### config.mk
export PLATFORM = sky130hd
export DESIGN_NAME = regfile_sweep_clr
export DESIGN_NICKNAME = d
export VERILOG_FILES = /design/src/rtl/regfile_sweep_clr.sv
export SDC_FILE = /design/constraint.sdc
export NUM_CORES = 1
export LEC_CHECK = 0
export CAP_MARGIN = 40
export CORE_MARGIN = 2
export CORE_UTILIZATION = 59
export CTS_BUF_LIST = sky130_fd_sc_hd__clkbuf_4
export DETAILED_ROUTE_END_ITERATION = 12
export PLACE_DENSITY = 0.83
export SLEW_MARGIN = 10
export SYNTH_ARGS = -nofsm -noshare
export SYNTH_HDL_FRONTEND = slang
export SYNTH_SLANG_ARGS = --single-unit
### constraint.sdc
create_clock -name clk -period 3 [get_ports clk]
set_clock_uncertainty 0.2 [all_clocks]
set_input_delay 0.6 -clock clk [delete_from_list [all_inputs] [get_ports clk]]
set_output_delay 0.6 -clock clk [all_outputs]
set_load 0.03 [all_outputs]
### src/rtl/regfile_sweep_clr.sv
// regfile_sweep_clr: DEPTH x WIDTH register bank, one write port, two
// combinational read ports, and a sweep-clear sequencer (IDLE/CLEAR/DONE)
// that zeroes one entry per cycle while reporting busy/clr_done.
// Writes that cannot be honoured (out of range, or while busy) are dropped
// and flagged with a one-cycle wr_err pulse.
// Optional build macro: REGFILE_WR_BYPASS_EN -- forwards an accepted write
// to any read port addressing the same entry in the same cycle.
module regfile_sweep_clr #(
    parameter int WIDTH  = 8,
    parameter int DEPTH  = 8,
    parameter int ADDR_W = 3
) (
    input  logic              clk,
    input  logic              reset_n,
    input  logic              we,
    input  logic [ADDR_W-1:0] wr_addr,
    input  logic [WIDTH-1:0]  wr_data,
    input  logic [ADDR_W-1:0] rd_addr0,
    output logic [WIDTH-1:0]  rd_data0,
    input  logic [ADDR_W-1:0] rd_addr1,
    output logic [WIDTH-1:0]  rd_data1,
    input  logic              clr_req,
    output logic              busy,
    output logic              clr_done,
    output logic              wr_err
);

    typedef enum logic [1:0] {
        S_IDLE  = 2'd0,
        S_CLEAR = 2'd1,
        S_DONE  = 2'd2
    } state_t;

    // One extra bit so DEPTH == 2^ADDR_W still compares correctly.
    localparam logic [ADDR_W:0]   DEPTH_C = (ADDR_W+1)'(DEPTH);
    localparam logic [ADDR_W-1:0] LAST_C  = ADDR_W'(DEPTH - 1);

    logic [WIDTH-1:0]  r_mem [DEPTH];
    state_t            r_state;
    state_t            w_state_nxt;
    logic [ADDR_W-1:0] r_ptr;
    logic [ADDR_W-1:0] w_ptr_nxt;
    logic              r_busy;
    logic              r_done;
    logic              r_wr_err;
    logic              w_busy_nxt;
    logic              w_done_nxt;
    logic              w_wr_err_nxt;
    logic              w_wr_in_range;
    logic              w_wr_ok;
    logic              w_clr_en;
    logic [WIDTH-1:0]  w_rd0;
    logic [WIDTH-1:0]  w_rd1;

    assign w_wr_in_range = ({1'b0, wr_addr} < DEPTH_C);

    // State, sweep pointer and registered status flags.
    always_ff @(posedge clk or negedge reset_n) begin
        if (!reset_n) begin
            r_state  <= S_IDLE;
            r_ptr    <= '0;
            r_busy   <= 1'b0;
            r_done   <= 1'b0;
            r_wr_err <= 1'b0;
        end else begin
            r_state  <= w_state_nxt;
            r_ptr    <= w_ptr_nxt;
            r_busy   <= w_busy_nxt;
            r_done   <= w_done_nxt;
            r_wr_err <= w_wr_err_nxt;
        end
    end

    // Next-state, pointer advance, write acceptance and status decode.
    always_comb begin
        w_state_nxt = r_state;
        w_ptr_nxt   = r_ptr;
        w_wr_ok     = 1'b0;
        w_clr_en    = 1'b0;
        case (r_state)
            S_IDLE: begin
                // A write in the same cycle as clr_req still lands; the
                // sweep that follows clears it again.
                w_wr_ok = we && w_wr_in_range;
                if (clr_req) begin
                    w_state_nxt = S_CLEAR;
                    w_ptr_nxt   = '0;
                end
            end
            S_CLEAR: begin
                w_clr_en = 1'b1;
                if (r_ptr == LAST_C) begin
                    // Park the pointer at 0 so it never exceeds DEPTH-1.
                    w_state_nxt = S_DONE;
                    w_ptr_nxt   = '0;
                end else begin
                    w_ptr_nxt = r_ptr + 1'b1;
                end
            end
            S_DONE: begin
                w_state_nxt = S_IDLE;
            end
            default: begin
                w_state_nxt = S_IDLE;
                w_ptr_nxt   = '0;
            end
        endcase
        w_busy_nxt   = (w_state_nxt != S_IDLE);
        w_done_nxt   = (w_state_nxt == S_DONE);
        // Any requested write that is not accepted is a dropped write.
        w_wr_err_nxt = we && !w_wr_ok;
    end

    // Storage array: accepted writes in IDLE, one-entry-per-cycle sweep in CLEAR.
    always_ff @(posedge clk or negedge reset_n) begin
        if (!reset_n) begin
            for (int i = 0; i < DEPTH; i++) begin
                r_mem[i] <= '0;
            end
        end else if (w_wr_ok) begin
            r_mem[wr_addr] <= wr_data;
        end else if (w_clr_en) begin
            r_mem[r_ptr] <= '0;
        end
    end

    // Read port 0: out-of-range addresses read as zero.
    always_comb begin
        w_rd0 = '0;
        if ({1'b0, rd_addr0} < DEPTH_C) begin
            w_rd0 = r_mem[rd_addr0];
        end
`ifdef REGFILE_WR_BYPASS_EN
        if (w_wr_ok && (rd_addr0 == wr_addr)) begin
            w_rd0 = wr_data;
        end
`endif
    end

    // Read port 1: same rules as port 0, independent address.
    always_comb begin
        w_rd1 = '0;
        if ({1'b0, rd_addr1} < DEPTH_C) begin
            w_rd1 = r_mem[rd_addr1];
        end
`ifdef REGFILE_WR_BYPASS_EN
        if (w_wr_ok && (rd_addr1 == wr_addr)) begin
            w_rd1 = wr_data;
        end
`endif
    end

    assign rd_data0 = w_rd0;
    assign rd_data1 = w_rd1;
    assign busy     = r_busy;
    assign clr_done = r_done;
    assign wr_err   = r_wr_err;

endmodule

### Word-level counts from Yosys, hierarchy flattened

Cells that the tools add are included.

* bitwise logic cells: 7
* order comparisons: 6
* add/sub/neg operators: 1
* reductions and logical operators: 8
* equal/unequal tests: 5
* multiplexer cells: 21

Operators by type and width (count)
* 64-bit 2-to-1 mux: 2
* 64-bit AND: 1
* 64-bit bitwise mux: 1
* 64-bit inverter: 1
* 8-bit binary-select mux with 3-bit select: 2
* 8-bit demux with 3-bit select: 2
* 8-bit 2-to-1 mux: 6
* 4-bit >= comparator, second input constant: 4
* 3-bit inverter with 4-bit output: 4
* 3-bit one-hot mux with 3 select lines: 1
* 4-bit by 1-bit < comparator with 1-bit output, second input constant: 2
* 3-bit 2-to-1 mux: 2
* 2-bit equality test, second input constant: 2
* 2-bit 2-to-1 mux: 2
* 2-bit one-hot mux with 2 select lines: 1
* 2-bit nonzero test: 2
* 3-bit by 1-bit adder with 3-bit output, second input constant: 1
* 3-bit equality test, second input constant: 1
* 1-bit logical AND: 3
* 2-bit by 1-bit equality test with 1-bit output, second input constant: 1
* 2-bit zero test: 1
* 1-bit 2-to-1 mux: 2
* 2-bit inequality test, second input constant: 1
* 2-bit AND reduction: 1
* other kinds (2): 2

* word-level logic and storage cells: 61
* input port bits: 21
* bits in registers: 72
* output and inout bits: 19

### Depth between registers and ports, before layout

* word-level depth: 9
* depth in mapped cells: 5
* gate-level depth less buffers: 5

### Least setup slack after synthesis

Ideal clock, no wire load.

* path type: input-to-output
* from: input port rd_addr0[0]
* to: output port rd_data0[0]
* data required time: 2200 ps
* buffers on the path: 2
* stages on the path: 4
* setup slack: 284 ps
* arrival time: 1916 ps
* path through: buf_4 buf_2 mux4_2 mux2_2

* word-level cells in the longest chain between the ends: 4

RTL lines
* start, declared: RTL line 18 `input logic [ADDR_W-1:0] rd_addr0,`
* 3-bit inverter with 4-bit output (not written as such): RTL line 131 `w_rd0 = r_mem[rd_addr0];`
* 8-bit binary-select mux with 3-bit select: RTL line 131
* 8-bit 2-to-1 mux (not written as such) (2 in series): RTL line 131
* end, declared: RTL line 19 `output logic [WIDTH-1:0] rd_data0,`

No other way between the ends. The select of a mux whose other input is x is not followed.

### Worst setup path after layout

* from: input port rd_addr1[0]
* to: output port rd_data1[1]

* word-level cells in the longest chain between the ends: 4

RTL lines
* start, declared: RTL line 20 `input logic [ADDR_W-1:0] rd_addr1,`
* 3-bit inverter with 4-bit output (not written as such): RTL line 144 `w_rd1 = r_mem[rd_addr1];`
* 8-bit binary-select mux with 3-bit select: RTL line 144
* 8-bit 2-to-1 mux (not written as such) (2 in series): RTL line 144
* end, declared: RTL line 21 `output logic [WIDTH-1:0] rd_data1,`

No other way between the ends. The select of a mux whose other input is x is not followed.

==> run metrics <==
outcome complete, no violations; Leak Pwr between 2 and 2.5 nW; final worst slack 0.0509 ns; R2R cell count 3; CP Capture Type output port; largest net degree at the start of global routing 47; Root Driver clkbuf_4; ranking of synthesized cells by area dfrtp_1, mux4_2, a22o_1; Core Area 5990 um2; most frequent cell after synthesis dfrtp_1; Arr. time, crit path 2.15 ns; Internal 2.29 mW; dpl cell area roughly 4300 um2; min Tclk post-route 2.95 ns; Final Non-Filler Cells 389; sw power 1.30 mW; Yosys reg bits just over 70; Fin. Hold Viols 0; Commonest cells post-synth dfrtp_1, a22o_1, mux4_2; max_cap viols 0; final WL 10.0 mm; maximum vdd drop between 0.0006 and 0.0007 V; fraction of layout cells with a size suffix above 1 0.357; area share of the largest cell type after synthesis 0.486; Clk pwr share 0.160; 1st-pass router iterations 5; Crit Path Class primary input to output port; pre-CTS setup slack -0.527 ns; post-synthesis sequential area ratio 0.486; drt drc 0; Reg-to-Reg End r_mem[34]; Initial Util 0.618; Worst Path Required 2.20 ns; relative slew slack 0.274; first-pass GRT wire length 16.0 mm; Placed Cells about 370; Avg Cell Area, Syn roughly 15 um2; clk_lat worst skew 0.40 ns; I/O pins 40; FF/Latch Area 1800 um2; Final Cycle Share 0.983; Hold EP r_mem[55]; Power Total 3.59 mW; Rows 28; CTS sink count 72; Core Util, Final 0.748; initial DRC count 333; logic gate share of total power 0.399; synthesized area 3700 um2; all-layer global routing usage 0.307; Routed Antenna Nets 0; RSZ-0062 raised after global routing false; ys flop type dfrtp_1; global route overflow 0; Layout fillers about 380; CTS Buf Count 9; r2r startpoint r_state[0]; vias in the first global route 2777; initial antenna violation count 0; Chip Width approximately 83 um; port buffer count 39; PD cells 802 nW/um2; CTS clk-pin slew, worst paths 0.09 ns; min-delay worst type flop to flop; R2R Setup Slk 0.78 ns; ant diodes 0; Worst-Margin Slew 1.09 ns; Final HPWL DP about 6.6 mm; total negative slack 0 ns; worst hold start r_mem[55]; asr flop ratio synth 1.00; Sw Ratio 0.362; Post CTS Setup Buffer Count 0; Critical Path Start Type primary input; CTS tree done; NumNets Final 332; Clock Path Buffers 2; Critical Path Fanout Max 8; Gate Count Post-Synth 252; Sequential Power Share 0.441; Multi-input gate area ~1800 um2; Finished Cell Area 4480 um2; die area 6930 um2; H-tree depth 3; vias per cell 7.09; yosys warns 0; gpl congestion 0.845; WL/cell 25.8 um; Area Growth Syn to Fin 21.0%; number of synthesized flops with an enable pin 0; max-slew violation count 0; Yosys cell types 29; syn nets 275; Die Span Y 83.2 um; Synth area leader dfrtp_1; final setup vio count 0; highest clock rate about 0.34 GHz; Min-Delay Path Depth 1; routed vias around 2800; Fin Hold WS roughly 0.32 ns
[what timing repair did]
| item | 4_1_cts | 5_1_grt |
|---|---|---|
| resized for setup | 74 | 0 |
| endpoints found under the hold margin | 11 | 0 |
| endpoints found under the setup margin | 16 | 0 |
| hold buffers | 1 | 0 |
[per-layer routing]
metal	vias up	share of wire	track usage
li1	1147	-	-
met1	1381	0.38	0.418
met2	201	0.48	0.468
met3	30	0.11	0.0974
met4	0	0.023	0.113
met5	-	0	0
[critical path, cell delays in order]
cell	delay (ns)
dlygate4sd2_1	0.28
bufbuf_16	0.32
mux4_2	0.49
mux2_2	0.28
buf_2	0.18
[area by class of cell]
class                   count  area share
clock inverters             5      0.0106
clock buffers              11      0.0184
multi-input cells         158       0.402
well taps                  75      0.0209
repair buffers             66       0.144
flip-flops and latches     72       0.402
inverters                   2     0.00168
[cells in the final DEF (no fill, tap or decap), types with 8 or more instances in the layout]
master            n
mux4_2           32
buf_2            11
nor2_1            8
clkdlybuf4s50_1  18
mux2_2           16
buf_4            19
a22o_1           67
clkbuf_4         11
dfrtp_1          72
[worst max path at each step]
stage / slack (ns) / end / cells after the start / start
after floorplan: 0.28 / rd_data0[0] / 4 / rd_addr0[0]
after global routing: 0.008 / rd_data0[2] / 5 / rd_addr0[0]
after global placement: -0.50 / rd_data0[4] / 5 / rd_addr0[0]
after detailed placement: -0.53 / rd_data1[3] / 5 / rd_addr1[0]
final: 0.05 / rd_data1[1] / 5 / rd_addr1[0]
after CTS: 0.05 / rd_data1[3] / 5 / rd_addr1[0]
[state kept, by name, summed over array words and instances (netlist names)]
signal / flops
r_mem: 64
r_ptr: 3
busy: 1
wr_err: 1
r_state: 2
clr_done: 1
[kinds of logic after synthesis]
kind of cell / count (synthesis) / synth area share
AND/OR/NAND/NOR: 30 / 0.0551
buffers and inverters: 22 / 0.0270
AO/OA/AOI/OAI: 77 / 0.179
adder cells (fa/ha/maj): 2 / 0.00676
multiplexers: 49 / 0.246
flip-flops: 72 / 0.486
[power groups by stage]
stage	Sequential [mW]	Combinational (mW)	Clock (mW)
4_1_cts	1.57	1.43	0.589
6_report	1.58	1.43	0.576
3_5_place_dp	1.58	1.45	0
5_1_grt	1.62	1.52	0.634
2_1_floorplan	1.48	1.01	0
3_3_place_gp	1.56	1.41	0
(Power assumes the default switching activity.)
